$ cat config.mk
export PLATFORM = sky130hd
export DESIGN_NAME = fetch_unit
export DESIGN_NICKNAME = d
export VERILOG_FILES = /design/src/rtl/fetch_unit.sv
export SDC_FILE = /design/constraint.sdc
export NUM_CORES = 1
export LEC_CHECK = 0
export CAP_MARGIN = 20
export CORE_ASPECT_RATIO = 0.9
export CORE_MARGIN = 2
export CORE_UTILIZATION = 31
export DETAILED_ROUTE_END_ITERATION = 6
export DONT_BUFFER_PORTS = 1
export MAX_ROUTING_LAYER = met4
export PLACE_DENSITY = 0.47
export SLEW_MARGIN = 20
export SYNTH_ARGS = -nofsm -noshare
export SYNTH_HDL_FRONTEND = slang
export SYNTH_SLANG_ARGS = --single-unit
$ cat constraint.sdc
create_clock -name CLK -period 3.6 [get_ports CLK]
set_clock_uncertainty 0.2 [all_clocks]
set_input_delay 0.72 -clock CLK [delete_from_list [all_inputs] [get_ports CLK]]
set_output_delay 0.72 -clock CLK [all_outputs]
set_load 0.05 [all_outputs]
$ cat src/rtl/fetch_unit.sv
// fetch_unit: front end of the multicycle core. Owns the program counter and
// the instruction register, fetches 16-bit words from instruction memory over
// a req/ack handshake with a bounded wait, and applies PC writes requested by
// the control FSM.
//
// Ports:
//   CLK, RST        clock, synchronous active-high reset
//   EscLR           fetch request (level-sampled in IDLE)
//   EscCP           unconditional PC write
//   EscCondCP, Zero conditional PC write, taken when Zero is set
//   FonteCP         next-PC source: 00 ALU, 01 PC+simm4, 10 page jump, 11 hold
//   ULA_Res         ALU result
//   IMEM_Req/Addr   memory request and registered fetch address
//   IMEM_Ack/Data   memory data valid and instruction word
//   CodOP..RegT     IR field slices
//   PC              current program counter
//   IR_Valid        IR holds a completed fetch
//   Stall           fetch in flight
//   Fetch_Err       sticky fetch-timeout flag
module fetch_unit #(
  parameter int unsigned   PC_W     = 16,
  parameter logic [PC_W-1:0] RESET_PC = '0,
  parameter int unsigned   TIMEOUT  = 15
) (
  input  logic            CLK,
  input  logic            RST,
  input  logic            EscLR,
  input  logic            EscCP,
  input  logic            EscCondCP,
  input  logic [1:0]      FonteCP,
  input  logic [PC_W-1:0] ULA_Res,
  input  logic            Zero,
  output logic            IMEM_Req,
  output logic [PC_W-1:0] IMEM_Addr,
  input  logic            IMEM_Ack,
  input  logic [15:0]     IMEM_Data,
  output logic [3:0]      CodOP,
  output logic [3:0]      RegD,
  output logic [3:0]      RegS,
  output logic [3:0]      RegT,
  output logic [PC_W-1:0] PC,
  output logic            IR_Valid,
  output logic            Stall,
  output logic            Fetch_Err
);

  localparam int unsigned CNT_W = (TIMEOUT > 1) ? $clog2(TIMEOUT) : 1;
  localparam logic [CNT_W-1:0] CNT_LAST = CNT_W'(TIMEOUT - 1);

  typedef enum logic {
    IDLE  = 1'b0,
    FETCH = 1'b1
  } state_t;

  state_t            state_q, state_d;
  logic [PC_W-1:0]   pc_q, pc_d;
  logic [15:0]       ir_q, ir_d;
  logic [PC_W-1:0]   addr_q, addr_d;
  logic              req_q, req_d;
  logic              valid_q, valid_d;
  logic              stall_q, stall_d;
  logic              err_q, err_d;
  logic [CNT_W-1:0]  cnt_q, cnt_d;

  logic              pcw;
  logic [PC_W-1:0]   pc_sel;

  // State register; reset overrides everything, abandoning any in-flight fetch
  always_ff @(posedge CLK) begin
    if (RST) begin
      state_q <= IDLE;
      pc_q    <= RESET_PC;
      ir_q    <= '0;
      addr_q  <= '0;
      req_q   <= 1'b0;
      valid_q <= 1'b0;
      stall_q <= 1'b0;
      err_q   <= 1'b0;
      cnt_q   <= '0;
    end else begin
      state_q <= state_d;
      pc_q    <= pc_d;
      ir_q    <= ir_d;
      addr_q  <= addr_d;
      req_q   <= req_d;
      valid_q <= valid_d;
      stall_q <= stall_d;
      err_q   <= err_d;
      cnt_q   <= cnt_d;
    end
  end

  // Next-PC source mux; PC-relative offset is the sign-extended RegT field
  always_comb begin
    pc_sel = pc_q;
    unique case (FonteCP)
      2'b00:   pc_sel = ULA_Res;
      2'b01:   pc_sel = pc_q + {{(PC_W-4){ir_q[3]}}, ir_q[3:0]};
      2'b10:   pc_sel = {pc_q[PC_W-1:12], ir_q[11:0]};
      default: pc_sel = pc_q;
    endcase
  end

  assign pcw = EscCP | (EscCondCP & Zero);

  // Next-state and register updates
  always_comb begin
    state_d = state_q;
    pc_d    = pcw ? pc_sel : pc_q;
    ir_d    = ir_q;
    addr_d  = addr_q;
    req_d   = req_q;
    valid_d = valid_q;
    stall_d = stall_q;
    err_d   = err_q;
    cnt_d   = cnt_q;

    unique case (state_q)
      IDLE: begin
        // Address captures the pre-write PC even if pcw fires this cycle
        if (EscLR) begin
          state_d = FETCH;
          addr_d  = pc_q;
          req_d   = 1'b1;
          stall_d = 1'b1;
          valid_d = 1'b0;
          cnt_d   = '0;
        end
      end
      FETCH: begin
        if (IMEM_Ack) begin
          state_d = IDLE;
          ir_d    = IMEM_Data;
          req_d   = 1'b0;
          stall_d = 1'b0;
          valid_d = 1'b1;
        end else if (cnt_q == CNT_LAST) begin
          state_d = IDLE;
          req_d   = 1'b0;
          stall_d = 1'b0;
          err_d   = 1'b1;
        end else begin
          cnt_d = cnt_q + CNT_W'(1);
        end
      end
      default: state_d = IDLE;
    endcase
  end

  assign IMEM_Req  = req_q;
  assign IMEM_Addr = addr_q;
  assign PC        = pc_q;
  assign IR_Valid  = valid_q;
  assign Stall     = stall_q;
  assign Fetch_Err = err_q;
  assign CodOP     = ir_q[15:12];
  assign RegD      = ir_q[11:8];
  assign RegS      = ir_q[7:4];
  assign RegT      = ir_q[3:0];

endmodule

==> summary.md, run 1 <==
| Metric | Value |
|---|---|
| Tot GR Track Use | `0.175` |
| GR Overflow Total | `0` |
| Synth unique cells | `62` |
| CTS Buf Count | `5` |
| Syn_area_per_cell | `7.86 um^2` |
| Post_cts resized | `0` |
| VDD IR max | `0.000274 V` |
| R2R setup slack | `0.91 ns` |
| Worst-Skew Late Latency | `0.30 ns` |
| Setup TNS after final layout | `0 ns` |
| Hold buffers post-CTS | `0` |
| WL/cell | `17.6 um` |
| Area growth syn-to-layout | `11.1%` |
| CTS max path bufs | `2` |
| Final GP Congestion | `0.913` |
| Initial antenna violation count | `0` |
| Initial core utilization | `0.315` |
| Seq/Total Area, Yosys | `0.350` |
| Period minus WS final | `2.69 ns` |
| DR iter-0 viols | `144` |
| Setup crit end | `PC[15]$_SDFFE_PP0P_` |
| CP Launch Point | `ir_q[3]$_SDFFE_PP0P_` |
| Die Span X | `111 um` |
| Top cells by area, synth | `dfxtp_1, nand2_1, a21oi_1` |
| R2R Path End | `PC[15]$_SDFFE_PP0P_` |
| Critical Path Sink Type | `flop` |
| Fin. Hold Viols | `0` |
| Vias | `2,861` |
| Required time worst endpoint | `3.59 ns` |
| CTS tree | `yes` |
| Worst-margin pin slew | `0.987 ns` |
| Startpoint Class | `flop` |
| Clock slew at reported path FFs | `0.07 ns` |
| Share of cells above drive strength 1 | `0.104` |
| Fin. max-slew vios | `0` |
| Fill cells | `1,084` |
| Hold path start | `RST` |
| Global-route wire length before repair | `15.1 mm` |
| RSZ-0062 raised after global routing | `no` |
| Slowest stage delay, CP | `0.65 ns` |
| Top delay family on crit path | `compound AO/OA/AOI/OAI gates` |
| I/O Pins | `93` |
| Die area | `11,200 um^2` |
| EDFF count, synth | `0` |
| Syn_nets | `470` |
| Die Y | `100 um` |
| Crit path kind | `reg -> reg` |
| DR pass1 iterations | `4` |
| Vias in the first global route | `2,743` |
| Largest net degree at the start of global routing | `61` |
| Fmax | `0.372 GHz` |
| Flops & latches, synth | `56` |
| RR Startpoint | `ir_q[3]$_SDFFE_PP0P_` |
| Fin crit share | `0.746` |
| Dpl cells | `534` |
| Clock sink count | `56` |
| Leading area contributor after synthesis | `dfxtp_1` |
| Main synth FF type | `dfxtp_1` |
| N_diodes | `0` |
| Post-synth ARST share | `0` |
| Outcome | `finished, final reports clean` |
| Slew HR | `0.341` |
| CP max stage cell | `dfxtp_1` |
| Final Setup Violations | `0` |
| DRT Wirelength | `9.52 mm` |
| Cells after synthesis | `407` |
| Post-Syn Area | `3200 um^2` |
| Worst path bufs/invs | `1` |
| WP depth | `7` |
| Post-layout nets | `475` |
| H-tree levels | `2` |
| Layout Utilization | `0.350` |
| Setup bufs post-CTS | `0` |
| DR vias/cell | `5.28` |
| CP Cell Sequence | `ha_1 -> a21oi_1 -> inv_1 -> a31oi_1 -> o21ai_0 -> o21a_1 -> o31a_1` |
| Dpl hpwl | `7.16 mm` |
| Final ANT Viol Nets | `0` |
| Clk root buf | `clkbuf_16` |
| CORE AREA | `10,200 um^2` |
| Drt drc | `0` |
| Top cell type's share of synthesized area | `0.350` |
| Synth Warn # | `0` |
| Fin cells | `542` |
| FP Rows | `35` |
| Crit path arrival time | `2.68 ns` |
| Max_cap viols | `0` |
| Worst hold slack | `0.287 ns` |
| Leakage | `1.39 nW` |
| P per Cell Area | `426 nW/um^2` |
| R2R depth | `7` |
| Hold Path Class | `in -> reg` |
| CP Max Fanout | `11` |
| IO Port Bufs | `0` |
## final cells by class
| cell class | instances | area [um^2] | share of cell area |
|---|---|---|---|
| Clock buffer | 6 | 129 | 0.0362 |
| Clock inverter | 2 | 16.3 | 0.00457 |
| Inverter | 10 | 37.5 | 0.0106 |
| Multi-Input combinational cell | 316 | 1920 | 0.540 |
| Sequential cell | 56 | 1120 | 0.315 |
| Tap cell | 129 | 161 | 0.0454 |
| Timing Repair Buffer | 23 | 173 | 0.0485 |
## cells in the final DEF, fill, tap and decap left out, types with 2 or more instances in the layout
cell       Yosys  layout
xor2_1         3       3
a211o_1        2       2
a2111o_1       2       2
nand2b_1       2       2
clkbuf_16      0       5
inv_1         10      10
nor2b_1        2       2
a21oi_1       56      56
o211ai_1       5       5
a21boi_0       2       2
dfxtp_1       56      56
nor2_1        31      31
nor4_1         2       2
or3_1          2       2
and2_1         2       2
a21oi_2        2       2
a21o_1        12      12
nand4_1        5       5
o21ai_0        7       7
o221ai_1       2       2
nand2_1       91      91
nor3_1         9       9
nand3_1        6       6
a211oi_1       3       3
o21ai_1        4       4
a221o_1        5       5
o21bai_1       3       3
buf_4          1      23
ha_1          21      21
a221oi_1       3       3
xnor2_1        4       4
a31oi_1        2       2
## report_power, final
| part | switching (W) | internal, W |
|---|---|---|
| sequential | 0.0000780 | 0.000650 |
| clock | 0.000236 | 0.000260 |
| combinational | 0.000198 | 0.0000932 |
| total | 0.000512 | 0.00100 |
## per-stage QoR
step	total power, W	worst slack [ns]	cell area [um^2]
floorplan	0.000967	0.789	3200
global placement	0.00103	0.925	3410
detailed placement	0.00104	0.964	3410
CTS	0.00154	0.941	3560
global route	0.00159	0.687	3560
finish	0.00152	0.914	3560
## layer usage
layer,part of all wire,wire length [um],global-route usage
met4,0.0074,70,0.0351
met1,0.48,4610,0.242
met2,0.44,4180,0.264
met5,0,0,-
met3,0.069,655,0.0386
## how the worst min path moves through the flow
stage                                 end  cells after the start  slack [ns]
finish               ir_q[9]$_SDFFE_PP0P_                      1        0.29
global placement    cnt_q[3]$_SDFFE_PP0P_                      1        0.27
detailed placement  cnt_q[3]$_SDFFE_PP0P_                      1        0.28
global route        ir_q[12]$_SDFFE_PP0P_                      1        0.28
CTS                 ir_q[10]$_SDFFE_PP0P_                      1        0.27
floorplan           cnt_q[3]$_SDFFE_PP0P_                      1        0.25
## logic make-up after synthesis
group                      after synthesis  synth area share
muxes                                    1           0.00313
and+or+nand+nor                        160             0.216
buffers and inverters                   35            0.0500
DFF                                     56             0.350
AOI/OAI and AO/OA                      126             0.273
adders and majority gates               22            0.0883
xor gates and xnor gates                 7            0.0192
## cells in the mapped netlist (2+ instances only)
master    instances
nand2b_1          2
xor2_1            3
a211o_1           2
a21boi_0          2
o221ai_1          2
ha_1             21
or3_1             2
o21bai_1          3
xnor2_1           4
o21ai_1           4
buf_6             2
nand2_1          91
clkbuf_4          2
a221oi_1          3
nor4_1            2
buf_1             5
a31oi_1           2
nand4_1           5
a211oi_1          3
and2_1            2
o211ai_1          5
a21oi_2           2
a221o_1           5
nor2b_1           2
nor3_1            9
nand3_1           6
buf_2             2
a21oi_1          56
dfxtp_1          56
clkbuf_1         13
a21o_1           12
inv_1            10
o21ai_0           7
nor2_1           31
a2111o_1          2
## registers in the layout, indices dropped and copies added, names as in the netlist
signal and flops:
Fetch_Err 1, IMEM_Addr 16, IR_Valid 1, PC 16
Stall 1, cnt_q 4, ir_q 16, state_q 1
Note: power is estimated with default switching activity, not from simulation.
==> run 2, diff against run 1 <==
==> constraint.sdc (replaced) <==
create_clock -name CLK -period 2.5 [get_ports CLK]
set_clock_uncertainty 0.2 [all_clocks]
set_input_delay 0.5 -clock CLK [delete_from_list [all_inputs] [get_ports CLK]]
set_output_delay 0.5 -clock CLK [all_outputs]
set_load 0.05 [all_outputs]
==> run 2 against run 1 <==
The run now ends with setup timing left. Setup slack lost 0.92 ns. Total power grew 48%. Wire length grew 4.4%. Sequential cell count is the same. Global-route usage grew 0.85 points. Critical endpoint is now PC[14]$_SDFFE_PP0P_. Largest power group unchanged. Highest routed layer unchanged.
==> summary.md, run 2 (same netlist as run 1, synthesis figures left out) <==
| Metric | Value |
|---|---|
| Hold depth | `1` |
| Hold Path Class | `in -> reg` |
| Initial antenna violation count | `0` |
| Final ANT Viol Nets | `0` |
| Startpoint Class | `flop` |
| Fill cells | `1,069` |
| FP Rows | `35` |
| Clock sink count | `56` |
| Top delay family on crit path | `compound AO/OA/AOI/OAI gates` |
| Global-route wire length before repair | `15.7 mm` |
| RR Startpoint | `PC[0]$_SDFFE_PP0P_` |
| I/O Pins | `93` |
| Crit path arrival time | `2.52 ns` |
| Period minus WS final | `2.50 ns` |
| Fin. max-slew vios | `0` |
| Post-Place Cell Area | `3530 um^2` |
| Hold buffers post-CTS | `0` |
| P per Cell Area | `597 nW/um^2` |
| Critical Path Sink Type | `flop` |
| Share of cells above drive strength 1 | `0.177` |
| CORE AREA | `10,200 um^2` |
| Slew HR | `0.495` |
| Required time worst endpoint | `2.52 ns` |
| Final GP Congestion | `0.920` |
| Hold path endpoint | `PC[14]$_SDFFE_PP0P_` |
| Fin area | `3750 um^2` |
| Dpl cells | `547` |
| H-tree levels | `2` |
| Most common cell after layout, fill and taps aside | `nand2_1` |
| DR iter-0 viols | `184` |
| Die area | `11,200 um^2` |
| CP max stage cell | `or3_1` |
| Leakage | `1.49 nW` |
| N_diodes | `0` |
| Clk root buf | `clkbuf_16` |
| IO Port Bufs | `0` |
| DR pass1 iterations | `5` |
| Die Y | `100 um` |
| Die Span X | `111 um` |
| CP Max Fanout | `4` |
| CTS Buf Count | `5` |
| Clock slew at reported path FFs | `0.08 ns` |
| Area of the multi-input gates | `1970 um^2` |
| Max_cap viols | `0` |
| Post-layout nets | `491` |
| Worst-Skew Late Latency | `0.30 ns` |
| Area growth syn-to-layout | `17.2%` |
| GR Overflow Total | `0` |
| Storage element area | `1140 um^2` |
| Failing checks | `setup timing` |
| DR vias/cell | `5.36` |
| Tot GR Track Use | `0.183` |
| Vias in the first global route | `2,914` |
| Fin. Hold Viols | `0` |
| VDD IR max | `0.000290 V` |
| Worst path bufs/invs | `1` |
| Crit path kind | `reg -> reg` |
| Largest net degree at the start of global routing | `61` |
| Final worst slack | `-0.00188 ns` |
| RSZ-0062 raised after global routing | `yes` |
| R2R depth | `9` |
| Hold path start | `RST` |
| R2R setup slack | `-0.002 ns` |
| Final Setup Violations | `1` |
| Outcome | `finished with violations` |
| Vias | `2,990` |
| R2R Path End | `PC[14]$_SDFFE_PP0P_` |
| CTS tree | `yes` |
| Setup WS pre-CTS | `-0.00173 ns` |
| Fmax | `0.400 GHz` |
| Drt drc | `0` |
| CTS max path bufs | `2` |
| Worst hold slack | `0.0732 ns` |
| CP Cell Sequence | `ha_4 -> inv_2 -> fa_2 -> and2b_2 -> o31ai_4 -> a211oi_4 -> a21oi_2 -> or3_1 -> a311oi_2` |
| Fin crit share | `1.00` |
| WL/cell | `17.8 um` |
| DRT Wirelength | `9.94 mm` |
| Most frequent cells in the layout | `nand2_1, a21oi_1, dfxtp_1, buf_4, nor2_1` |
| Fin cells | `558` |
| Dpl hpwl | `7.44 mm` |
| Worst-margin pin slew | `0.758 ns` |
| Slowest stage delay, CP | `0.38 ns` |
| Initial core utilization | `0.315` |
## run 2: what timing repair did
action | CTS | global route
gates resized for setup | 3 | 7
buffers inserted | 0 | 4
endpoints found under the setup margin | 2 | 7
pin swaps | 1 | 12
## run 2: cell type report
type / instances / share of cell area
clock buffer: 5 / 0.0334
clock inverter: 3 / 0.00601
inverter: 10 / 0.0100
multi-input combinational: 316 / 0.525
sequential: 56 / 0.304
tap: 129 / 0.0430
timing repair buffer: 39 / 0.0781
## run 2: per-stage QoR
stage / TNS (ns) / utilization / power, W
3_5_place_dp: -0.00337 / 0.347 / 0.00152
5_1_grt: -0.118 / 0.369 / 0.00235
2_1_floorplan: 0 / - / 0.00139
3_3_place_gp: 0 / 0.347 / 0.00151
6_report: -0.00188 / 0.369 / 0.00224
4_1_cts: 0 / 0.362 / 0.00225
## run 2: where the power goes
group | internal [W] | switching (W) | total (W) | leakage (nW)
Sequential | 0.000936 | 0.0000972 | 0.00103 | 0.461
Combinational | 0.000157 | 0.000316 | 0.000473 | 0.958
Clock | 0.000377 | 0.000354 | 0.000731 | 0.0742
Total | 0.00147 | 0.000767 | 0.00224 | 1.49
## run 2: worst max path at each step
stage | endpoint | slack [ns] | from | depth (start not counted)
6_report | PC[14]$_SDFFE_PP0P_ | -0.002 | PC[0]$_SDFFE_PP0P_ | 9
5_1_grt | PC[14]$_SDFFE_PP0P_ | -0.08 | PC[0]$_SDFFE_PP0P_ | 9
3_3_place_gp | PC[14]$_SDFFE_PP0P_ | 0.03 | ir_q[0]$_SDFFE_PP0P_ | 9
2_1_floorplan | PC[14]$_SDFFE_PP0P_ | 0.007 | ir_q[1]$_SDFFE_PP0P_ | 8
4_1_cts | PC[14]$_SDFFE_PP0P_ | 0.02 | ir_q[0]$_SDFFE_PP0P_ | 9
3_5_place_dp | PC[14]$_SDFFE_PP0P_ | -0.002 | ir_q[0]$_SDFFE_PP0P_ | 9
## run 2: per-layer routing
layer  track usage  wire length, um  vias up
li1              -                -     1483
met1         0.249             4850     1412
met2         0.283             4470       90
met3        0.0362              544        5
met4        0.0446               70        0
met5             -                0        -
==> run 3, diff against run 2 <==
--- a/config.mk
+++ b/config.mk
@@ -13,6 +13,7 @@
 export DONT_BUFFER_PORTS = 1
 export MAX_ROUTING_LAYER = met4
 export PLACE_DENSITY = 0.47
+export SKIP_LAST_GASP = 1
 export SLEW_MARGIN = 20
 export SYNTH_ARGS = -nofsm -noshare
 export SYNTH_HDL_FRONTEND = slang
==> results of run 3 <==
No change in the layout: final DEF, timing and power equal those of run 2.
